<file path="config.mk">
export PLATFORM = sky130hd
export DESIGN_NAME = lpm_request_mux
export DESIGN_NICKNAME = d
export VERILOG_FILES = /design/src/rtl/lpm_pkg.sv /design/src/rtl/lpm_req_fifo.sv /design/src/rtl/lpm_request_mux.sv
export SDC_FILE = /design/constraint.sdc
export NUM_CORES = 1
export LEC_CHECK = 0
export ABC_AREA = 1
export CAP_MARGIN = 20
export CORE_UTILIZATION = 40
export CTS_BUF_LIST = sky130_fd_sc_hd__clkbuf_2
export CTS_CLUSTER_SIZE = 24
export DETAILED_ROUTE_END_ITERATION = 8
export GPL_ROUTABILITY_DRIVEN = 0
export GPL_TIMING_DRIVEN = 0
export SYNTH_ARGS = -nofsm -noshare
export SYNTH_HDL_FRONTEND = slang
export SYNTH_SLANG_ARGS = --single-unit
</file>
<file path="constraint.sdc">
create_clock -name CLK -period 10.2 [get_ports CLK]
set_input_delay 2.04 -clock CLK [delete_from_list [all_inputs] [get_ports CLK]]
set_output_delay 2.04 -clock CLK [all_outputs]
set_load 0.03 [all_outputs]
</file>
<file path="src/rtl/lpm_pkg.sv">
// Shared types for the LPM request concentrator.
// Request kind and queued-request layout.
package lpm_pkg;

    localparam int LPM_ADDR_W = 32;
    localparam int LPM_DATA_W = 32;

    typedef enum logic {
        ENTER = 1'b0,
        WRITE = 1'b1
    } lpm_kind_t;

    typedef struct packed {
        lpm_kind_t             kind;
        logic [LPM_ADDR_W-1:0] addr;
        logic [LPM_DATA_W-1:0] data;
    } lpm_entry_t;

endpackage

</file>
<file path="src/rtl/lpm_req_fifo.sv">
// Per-channel request FIFO with a registered ready flag.
// Ready is low in reset and while the FIFO holds DEPTH entries.
module lpm_req_fifo
    import lpm_pkg::*;
#(
    parameter int DEPTH = 4,
    parameter int W     = $bits(lpm_entry_t)
) (
    input  logic         clk,
    input  logic         rst_n,
    input  logic         push,
    input  logic [W-1:0] din,
    input  logic         pop,
    output logic [W-1:0] dout,
    output logic         ready,
    output logic         empty
);

    localparam int AW = $clog2(DEPTH);

    logic [W-1:0]  mem [DEPTH];
    logic [AW-1:0] wr_ptr;
    logic [AW-1:0] rd_ptr;
    logic [AW:0]   count;
    logic [AW:0]   count_next;
    logic          do_push;
    logic          do_pop;

    assign do_push    = push && ready;
    assign do_pop     = pop && !empty;
    assign count_next = count + (AW+1)'(do_push) - (AW+1)'(do_pop);
    assign empty      = (count == '0);
    assign dout       = mem[rd_ptr];

    // Storage array; contents are don't-care while empty.
    always_ff @(posedge clk) begin
        if (do_push) begin
            mem[wr_ptr] <= din;
        end
    end

    // Pointers, occupancy and the registered ready flag.
    always_ff @(posedge clk or negedge rst_n) begin
        if (!rst_n) begin
            wr_ptr <= '0;
            rd_ptr <= '0;
            count  <= '0;
            ready  <= 1'b0;
        end else begin
            if (do_push) wr_ptr <= wr_ptr + 1'b1;
            if (do_pop)  rd_ptr <= rd_ptr + 1'b1;
            count <= count_next;
            ready <= (count_next != (AW+1)'(DEPTH));
        end
    end

endmodule

</file>
<file path="src/rtl/lpm_request_mux.sv">
// N-channel LPM request concentrator: per-channel FIFOs drained
// round-robin into one registered, channel-tagged downstream port.
module lpm_request_mux
    import lpm_pkg::*;
#(
    parameter int NCHAN      = 4,
    parameter int DEPTH      = 4,
    parameter int DATA_WIDTH = 32,
    parameter int ADDR_WIDTH = 32,
    localparam int CHAN_W    = $clog2(NCHAN)
) (
    input  logic                        CLK,
    input  logic                        nRST,
    input  logic [NCHAN-1:0]            in_enter__ENA,
    input  logic [NCHAN*DATA_WIDTH-1:0] in_enter__data,
    output logic [NCHAN-1:0]            in_enter__RDY,
    input  logic [NCHAN-1:0]            in_write__ENA,
    input  logic [NCHAN*ADDR_WIDTH-1:0] in_write__addr,
    input  logic [NCHAN*DATA_WIDTH-1:0] in_write__data,
    output logic [NCHAN-1:0]            in_write__RDY,
    output logic                        out_enter__ENA,
    output logic [DATA_WIDTH-1:0]       out_enter__data,
    output logic [CHAN_W-1:0]           out_enter__chan,
    input  logic                        out_enter__RDY,
    output logic                        out_write__ENA,
    output logic [ADDR_WIDTH-1:0]       out_write__addr,
    output logic [DATA_WIDTH-1:0]       out_write__data,
    output logic [CHAN_W-1:0]           out_write__chan,
    input  logic                        out_write__RDY,
    output logic [NCHAN-1:0]            err
);

    localparam int EW = 1 + ADDR_WIDTH + DATA_WIDTH;

    logic [NCHAN-1:0]      rdy;
    logic [NCHAN-1:0]      empty;
    logic [NCHAN-1:0]      push;
    logic [NCHAN-1:0]      pop;
    logic [NCHAN-1:0]      viol;
    logic [EW-1:0]         din  [NCHAN];
    logic [EW-1:0]         dout [NCHAN];
    logic [EW-1:0]         sel;

    logic                  out_valid;
    lpm_kind_t             out_kind;
    logic [CHAN_W-1:0]     out_chan;
    logic [ADDR_WIDTH-1:0] out_addr;
    logic [DATA_WIDTH-1:0] out_data;

    logic [CHAN_W-1:0]     rr_ptr;
    logic [CHAN_W-1:0]     grant;
    logic                  grant_found;
    logic [CHAN_W:0]       sum;
    logic                  fire;
    logic                  load;

    assign in_enter__RDY = rdy;
    assign in_write__RDY = rdy;

    for (genvar i = 0; i < NCHAN; i++) begin : g_chan
        logic ena_e;
        logic ena_w;

        assign ena_e = in_enter__ENA[i];
        assign ena_w = in_write__ENA[i];

        // A write wins over a same-cycle enter on one channel.
        assign push[i] = (ena_e || ena_w) && rdy[i];
        assign viol[i] = ((ena_e || ena_w) && !rdy[i]) || (ena_e && ena_w);
        assign pop[i]  = load && (grant == CHAN_W'(i));
        assign din[i]  = ena_w
            ? {1'(WRITE),
               in_write__addr[i*ADDR_WIDTH +: ADDR_WIDTH],
               in_write__data[i*DATA_WIDTH +: DATA_WIDTH]}
            : {1'(ENTER),
               {ADDR_WIDTH{1'b0}},
               in_enter__data[i*DATA_WIDTH +: DATA_WIDTH]};

        lpm_req_fifo #(
            .DEPTH (DEPTH),
            .W     (EW)
        ) u_fifo (
            .clk   (CLK),
            .rst_n (nRST),
            .push  (push[i]),
            .din   (din[i]),
            .pop   (pop[i]),
            .dout  (dout[i]),
            .ready (rdy[i]),
            .empty (empty[i])
        );
    end

    // Round-robin search for the first non-empty FIFO from rr_ptr.
    always_comb begin
        grant_found = 1'b0;
        grant       = '0;
        sum         = '0;
        for (int k = 0; k < NCHAN; k++) begin
            sum = {1'b0, rr_ptr} + (CHAN_W+1)'(k);
            if (sum >= (CHAN_W+1)'(NCHAN)) begin
                sum = sum - (CHAN_W+1)'(NCHAN);
            end
            if (!grant_found && !empty[sum[CHAN_W-1:0]]) begin
                grant_found = 1'b1;
                grant       = sum[CHAN_W-1:0];
            end
        end
    end

    assign sel  = dout[grant];
    assign fire = out_valid &&
                  ((out_kind == WRITE) ? out_write__RDY : out_enter__RDY);
    assign load = (!out_valid || fire) && grant_found;

    // Output stage register and round-robin pointer.
    always_ff @(posedge CLK or negedge nRST) begin
        if (!nRST) begin
            out_valid <= 1'b0;
            out_kind  <= ENTER;
            out_chan  <= '0;
            out_addr  <= '0;
            out_data  <= '0;
            rr_ptr    <= '0;
        end else if (load) begin
            out_valid <= 1'b1;
            out_kind  <= lpm_kind_t'(sel[EW-1]);
            out_chan  <= grant;
            out_addr  <= sel[DATA_WIDTH +: ADDR_WIDTH];
            out_data  <= sel[DATA_WIDTH-1:0];
            rr_ptr    <= (grant == CHAN_W'(NCHAN-1)) ? '0 : grant + 1'b1;
        end else if (fire) begin
            out_valid <= 1'b0;
        end
    end

    // Sticky per-channel protocol violation flags.
    always_ff @(posedge CLK or negedge nRST) begin
        if (!nRST) begin
            err <= '0;
        end else begin
            err <= err | viol;
        end
    end

    assign out_enter__ENA  = out_valid && (out_kind == ENTER) && out_enter__RDY;
    assign out_write__ENA  = out_valid && (out_kind == WRITE) && out_write__RDY;
    assign out_enter__data = out_data;
    assign out_enter__chan = out_chan;
    assign out_write__addr = out_addr;
    assign out_write__data = out_data;
    assign out_write__chan = out_chan;

endmodule

</file>
Yosys cells after proc, flatten, opt, wreduce, memory -nomap -nowiden --
Memories as Yosys holds them, arrays and structs flattened. Cells that the tools add are included.
Cells by class: add/sub/neg operators 24, magnitude comparators 9, eq/ne operators 7, muxes and demuxes 39, bitwise logic cells 3, reductions and logical operators 62
Operators by type and width (count):
- $mux W65 | 6
- $bmux W65 S2 | 1
- $logic_and A1 B1 Y1 | 33
- $mux W1 | 19
- $add A2 B1 Y2 const B | 9
- $mux W2 | 9
- $logic_not A1 Y1 | 14
- $add A3 B1 Y3 | 4
- $ge A3 B3 Y1 const B | 4
- $logic_not A3 Y1 | 4
- $lt A2 B3 Y1 const B | 4
- $ne A3 B3 Y1 const B | 4
- $sub A3 B1 Y3 | 4
- $logic_or A1 B1 Y1 | 9
- $bmux W1 S2 | 4
- $sub A2 B1 Y2 const B | 4
- $add A2 B2 Y3 const B | 2
- $eq A2 B2 Y1 const B | 2
- $or A4 B4 Y4 | 1
- $add A2 B1 Y3 const B | 1
- $ge A2 B3 Y1 const B | 1
- $not A2 Y3 | 1
- $eq A2 B1 Y1 const B | 1
- $logic_not A2 Y1 | 1
- 2 further kinds | 2
Storage, ports and cells: register bits 106, bits in writable memories 1040, input port bits 396, output and inout port bits 114, word-level logic and storage cells 171, memories 4
Memory list:
- g_chan[0].u_fifo.mem | depth 4, bits a word 65, read ports 1, clocked after memory_dff 0, wr ports 1, RTL line lpm_req_fifo.sv:21 | logic [W-1:0] mem [DEPTH];
- g_chan[1].u_fifo.mem | depth 4, bits a word 65, read ports 1, clocked after memory_dff 0, wr ports 1, RTL line lpm_req_fifo.sv:21
- g_chan[2].u_fifo.mem | depth 4, bits a word 65, read ports 1, clocked after memory_dff 0, wr ports 1, RTL line lpm_req_fifo.sv:21
- g_chan[3].u_fifo.mem | depth 4, bits a word 65, read ports 1, clocked after memory_dff 0, wr ports 1, RTL line lpm_req_fifo.sv:21

Longest topological paths before layout --
depth in word-level cells 19, depth in mapped cells 24

Cells and area by module --
Synthesis repeated with hierarchy kept, for this count alone.
Second synthesis, totals: cell total of the unflattened synthesis 5078, area, all modules 51405.6 um2
By module, submodules not included:
- lpm_req_fifo (g_chan[0].u_fifo ...) | times used 3, cells each 815, area each 10680.2 um2, seq. area each 8007.7 um2
- lpm_req_fifo (g_chan[1].u_fifo) | times used 1, cells each 884, area each 10689.0 um2, seq. area each 8007.7 um2
- lpm_request_mux | times used 1, cells each 1749, area each 8675.8 um2, seq. area each 1851.8 um2

Worst setup path before layout --
Ideal clock, no wire load.
path kind input -> register, start point in in_write__ENA[0], end point mem g_chan[0].u_fifo.mem[0][0] in the netlist's numbering (enable), setup time 0.489 ns, data arrival time 5.322 ns, path slack 4.390 ns, stages 3, cells stage by stage buf_1 o21ai_1 nor2_1
Between the ends: longest elaborated chain between the ends 5
Ends and longest elaborated chain:
- start, declared | RTL line lpm_request_mux.sv:17 | input logic [NCHAN-1:0] in_write__ENA,
- $logic_or A1 B1 Y1 | RTL line lpm_request_mux.sv:68 | assign push[i] = (ena_e || ena_w) && rdy[i];
- $logic_and A1 B1 Y1 | RTL line lpm_request_mux.sv:68
- $logic_and A1 B1 Y1 | RTL line lpm_req_fifo.sv:29 | assign do_push = push && ready;
- $mux W1 | RTL line lpm_req_fifo.sv:37 | if (do_push) begin
- $mux W1 (implied by the code) | RTL line lpm_req_fifo.sv:38 | mem[wr_ptr] <= din;
- end, declared | RTL line lpm_req_fifo.sv:21
Every way passes these cells.

Final worst setup path --
start point in out_enter__RDY, end point out out_enter__ENA
Between the ends: longest elaborated chain between the ends 1
Ends and longest elaborated chain:
- start, declared | RTL line lpm_request_mux.sv:24 | input logic out_enter__RDY,
- $logic_and A1 B1 Y1 | RTL line lpm_request_mux.sv:146 | assign out_enter__ENA = out_valid && (out_kind == ENTER) && out_enter__RDY;
- end, declared | RTL line lpm_request_mux.sv:21 | output logic out_enter__ENA,
Every way passes these cells.

==> summary.md <==
| Metric | Value |
|---|---|
| Outcome | complete, no violations |
| Skew final | 0.202 ns |
| Worst endpoint required time | 8.16 ns |
| Setup CP Type | in -> out |
| Critical-path maximum fanout | 2 |
| # Max-Cap Violations | 0 |
| DRT iter0 DRCs | 3878 |
| Max_slew headroom | 25.8% |
| DP HPWL | 114000 µm |
| Mux cell area share after synthesis | 2.20% |
| I/O Buffers | 509 |
| Maximum VDD drop | 0.157 mV |
| Worst slew pin tran | 1.11 ns |
| Core Area | 0.122 mm² |
| Register area share after synthesis | 69.0% |
| Post-synth EDFFs | 1040 |
| TritonCTS clock tree | built |
| Largest family of logic cells by synthesized area | simple AND/OR/NAND/NOR gates |
| Clock Sink Count | 1146 |
| Post-place setup slack | 4.56 ns |
| Unique masters post-synth | 30 |
| Clk_lat worst skew | 1.63 ns |
| Final net count | 5593 |
| Chip width | 352 µm |
| Power Density | 328 mW/mm² |
| Synth-to-Final Area Change | 21.9% |
| Via count | 36.5k |
| Cell area after synthesis | 0.0491 mm² |
| CTS root buf | clkbuf_2 |
| PnR worst setup slack | 4.75 ns |
| Vias in the first global route | 35.3k |
| Synth area leaders | edfxtp_1 64%, nand2_1 7.9%, dfrtp_1 5.4% |
| Post-layout min period | 5.45 ns |
| Worst Path Arrival | 3.41 ns |
| Slew Viols, Final | 0 |
| Slowest-stage cell, CP | clkdlybuf4s50_1 |
| Syn Inst Count | 4311 |
| I/O pin count | 510 |
| Syn Area/Cell | 11.4 µm² |
| Fmax achieved | 184 MHz |
| CTS Buf Count | 309 |
| Die H | 352 µm |
| Power Total | 19600 µW |
| Setup tns final | 0 ns |
| Synth Area in Compound Gates | 8.56% |
| Worst Path Buf+Inv | 2 |
| CTS resizes | 0 |
| Antenna violations before repair | 5 |
| Seq cells post-synth | 1146 |
| Yosys top cell by area | edfxtp_1 |
| Antenna-violating nets left | 0 |
| Most used cell, CP | clkdlybuf4s50_1 |
| H-tree levels | 5 |
| First-pass detailed-route iteration total | 7 |
| Largest net degree at the start of global routing | 73 |
| XOR/XNOR Fraction of Synth Area | 0.285% |
| Grt ovf | 0 |
| Routed vias/inst | 5.20 |
| Hold Fails Final Rpt | 0 |
| Final setup fails | 0 |
| # rows | 128 |
| Synth async-reset ratio | 9.25% |
| Hold Path Class | in -> async |
| WL final | 158000 µm |
| Reg2reg setup slack | 6.02 ns |
| Post-synth top flop | edfxtp_1 |
| GR Util All Layers | 24.8% |
| Adder-Cell Fraction of Synth Area | 0.800% |
| Leakage power | 0.0236 µW |
| YS warnings | 0 |
| Wire length per cell | 22.5 µm |
| Commonest cells after routing, fill and taps aside | 1040 x edfxtp_1, 1030 x nand2_1, 508 x clkdlybuf4s50_1 |
| Crit-path cells | clkdlybuf4s50_1 > nand2_1 > nor2_1 > clkdlybuf4s50_1 |
| Reg clk slew, reported paths | 0.09 ns |
| Simple-gate share of the synthesized area | 13.6% |
| Initial Utilization | 40.3% |
| Synth Net Count | 4736 |
| Setup Fix Bufs, Post-CTS | 0 |
| Share of cells above drive strength 1 | 14.0% |
| Most common cell after layout, fill and taps aside | edfxtp_1 |
| Top Family by Delay on Critical Path | buffers and inverters |
| First-pass GRT wire length | 226000 µm |
| # DRC | 0 |
| Max Root-Sink Buffers | 4 |
| Die area | 0.124 mm² |
| RSZ-0062 raised after global routing | false |
| Top cell type's share of synthesized area | 63.6% |
| CP endpoint kind | primary output |
| # hold bufs at CTS | 0 |
| Final period util | 53.4% |
| Critical path's largest stage delay | 0.69 ns |
| Crit start category | input port |
-- final timing paths --
check                      depth (start not counted)                       from                endpoint
max                                                4             out_enter__RDY          out_enter__ENA
min reg2reg                                        2                     err[3]                  err[3]
max reg2reg                                       20  g_chan[3].u_fifo.count[1]  g_chan[3].u_fifo.ready
min in group CLK                                   2                     err[3]                  err[3]
max in group asynchronous                          2                       nRST      out_enter__data[3]
min                                                1                       nRST     out_enter__data[11]
-- layer usage --
metal  share of wire, %  track usage, %  up-vias
li1                   -               -    16900
met1                 41            33.3    17600
met2                 47            39.4     1725
met3                8.5            4.64      235
met4                3.3            10.3        0
met5                  0               0        -
-- where the power goes --
group	internal [µW]	total [µW]	switching [µW]
Clock	1310	3180	1870
Sequential	6650	7110	453
Combinational	2820	9360	6550
-- cell usage after synthesis (all sizes together), types with 2 or more instances --
cell,number
nor2,310
nand4,129
buf,147
xor2,12
inv,325
xnor2,4
fa,4
o21a,2
a21oi,198
o21ai,343
nand3,155
mux2,96
dfrtp,106
clkinv,2
o22ai,132
a32o,65
ha,25
clkbuf,182
nand2,1033
edfxtp,1040
-- logic make-up after synthesis --
family / after synthesis
AO/OA/AOI/OAI: 741
adder cells (fa/ha/maj): 29
XOR/XNOR: 16
multiplexers: 96
AND/OR/NAND/NOR: 1627
buffers and inverters: 656
flip-flops: 1146
-- flip-flops by register name, indices dropped and copies added (netlist names) --
register and flops:
g_chan.u_fifo.ready 4, rr_ptr 2, err 4, out_write__addr 32
out_kind 1, g_chan.u_fifo.rd_ptr 8, g_chan.u_fifo.wr_ptr 8, out_enter__chan 2
g_chan.u_fifo.count 12, out_enter__data 32, g_chan.u_fifo.mem 1040, out_valid 1
-- per-stage QoR --
step / cell area (µm²) / hold WS (ns) / utilization [%] / instances
5_1_grt: 59900 / 0.332 / 49.2 / 7015
3_5_place_dp: 57200 / 0.464 / 46.9 / 6482
6_report: 59900 / 0.449 / 49.2 / 7015
4_1_cts: 59900 / 0.300 / 49.1 / 7006
2_1_floorplan: 49100 / 0.471 / - / 4311
3_3_place_gp: 56300 / 0.466 / 46.2 / 6445
-- final cells by class --
| class | count | area [µm²] |
|---|---|---|
| clock buffers | 443 | 2220 |
| clock inverters | 81 | 490 |
| diodes | 9 | 22.5 |
| well taps | 1625 | 2030 |
| inverters | 327 | 1230 |
| plain buffers | 329 | 1530 |
| fillers | 11200 | 62000 |
| repair buffers | 546 | 5890 |
| multi-input cells | 2509 | 12600 |
| flip-flops and latches | 1146 | 33900 |
Power figures use the tool's default switching activity.
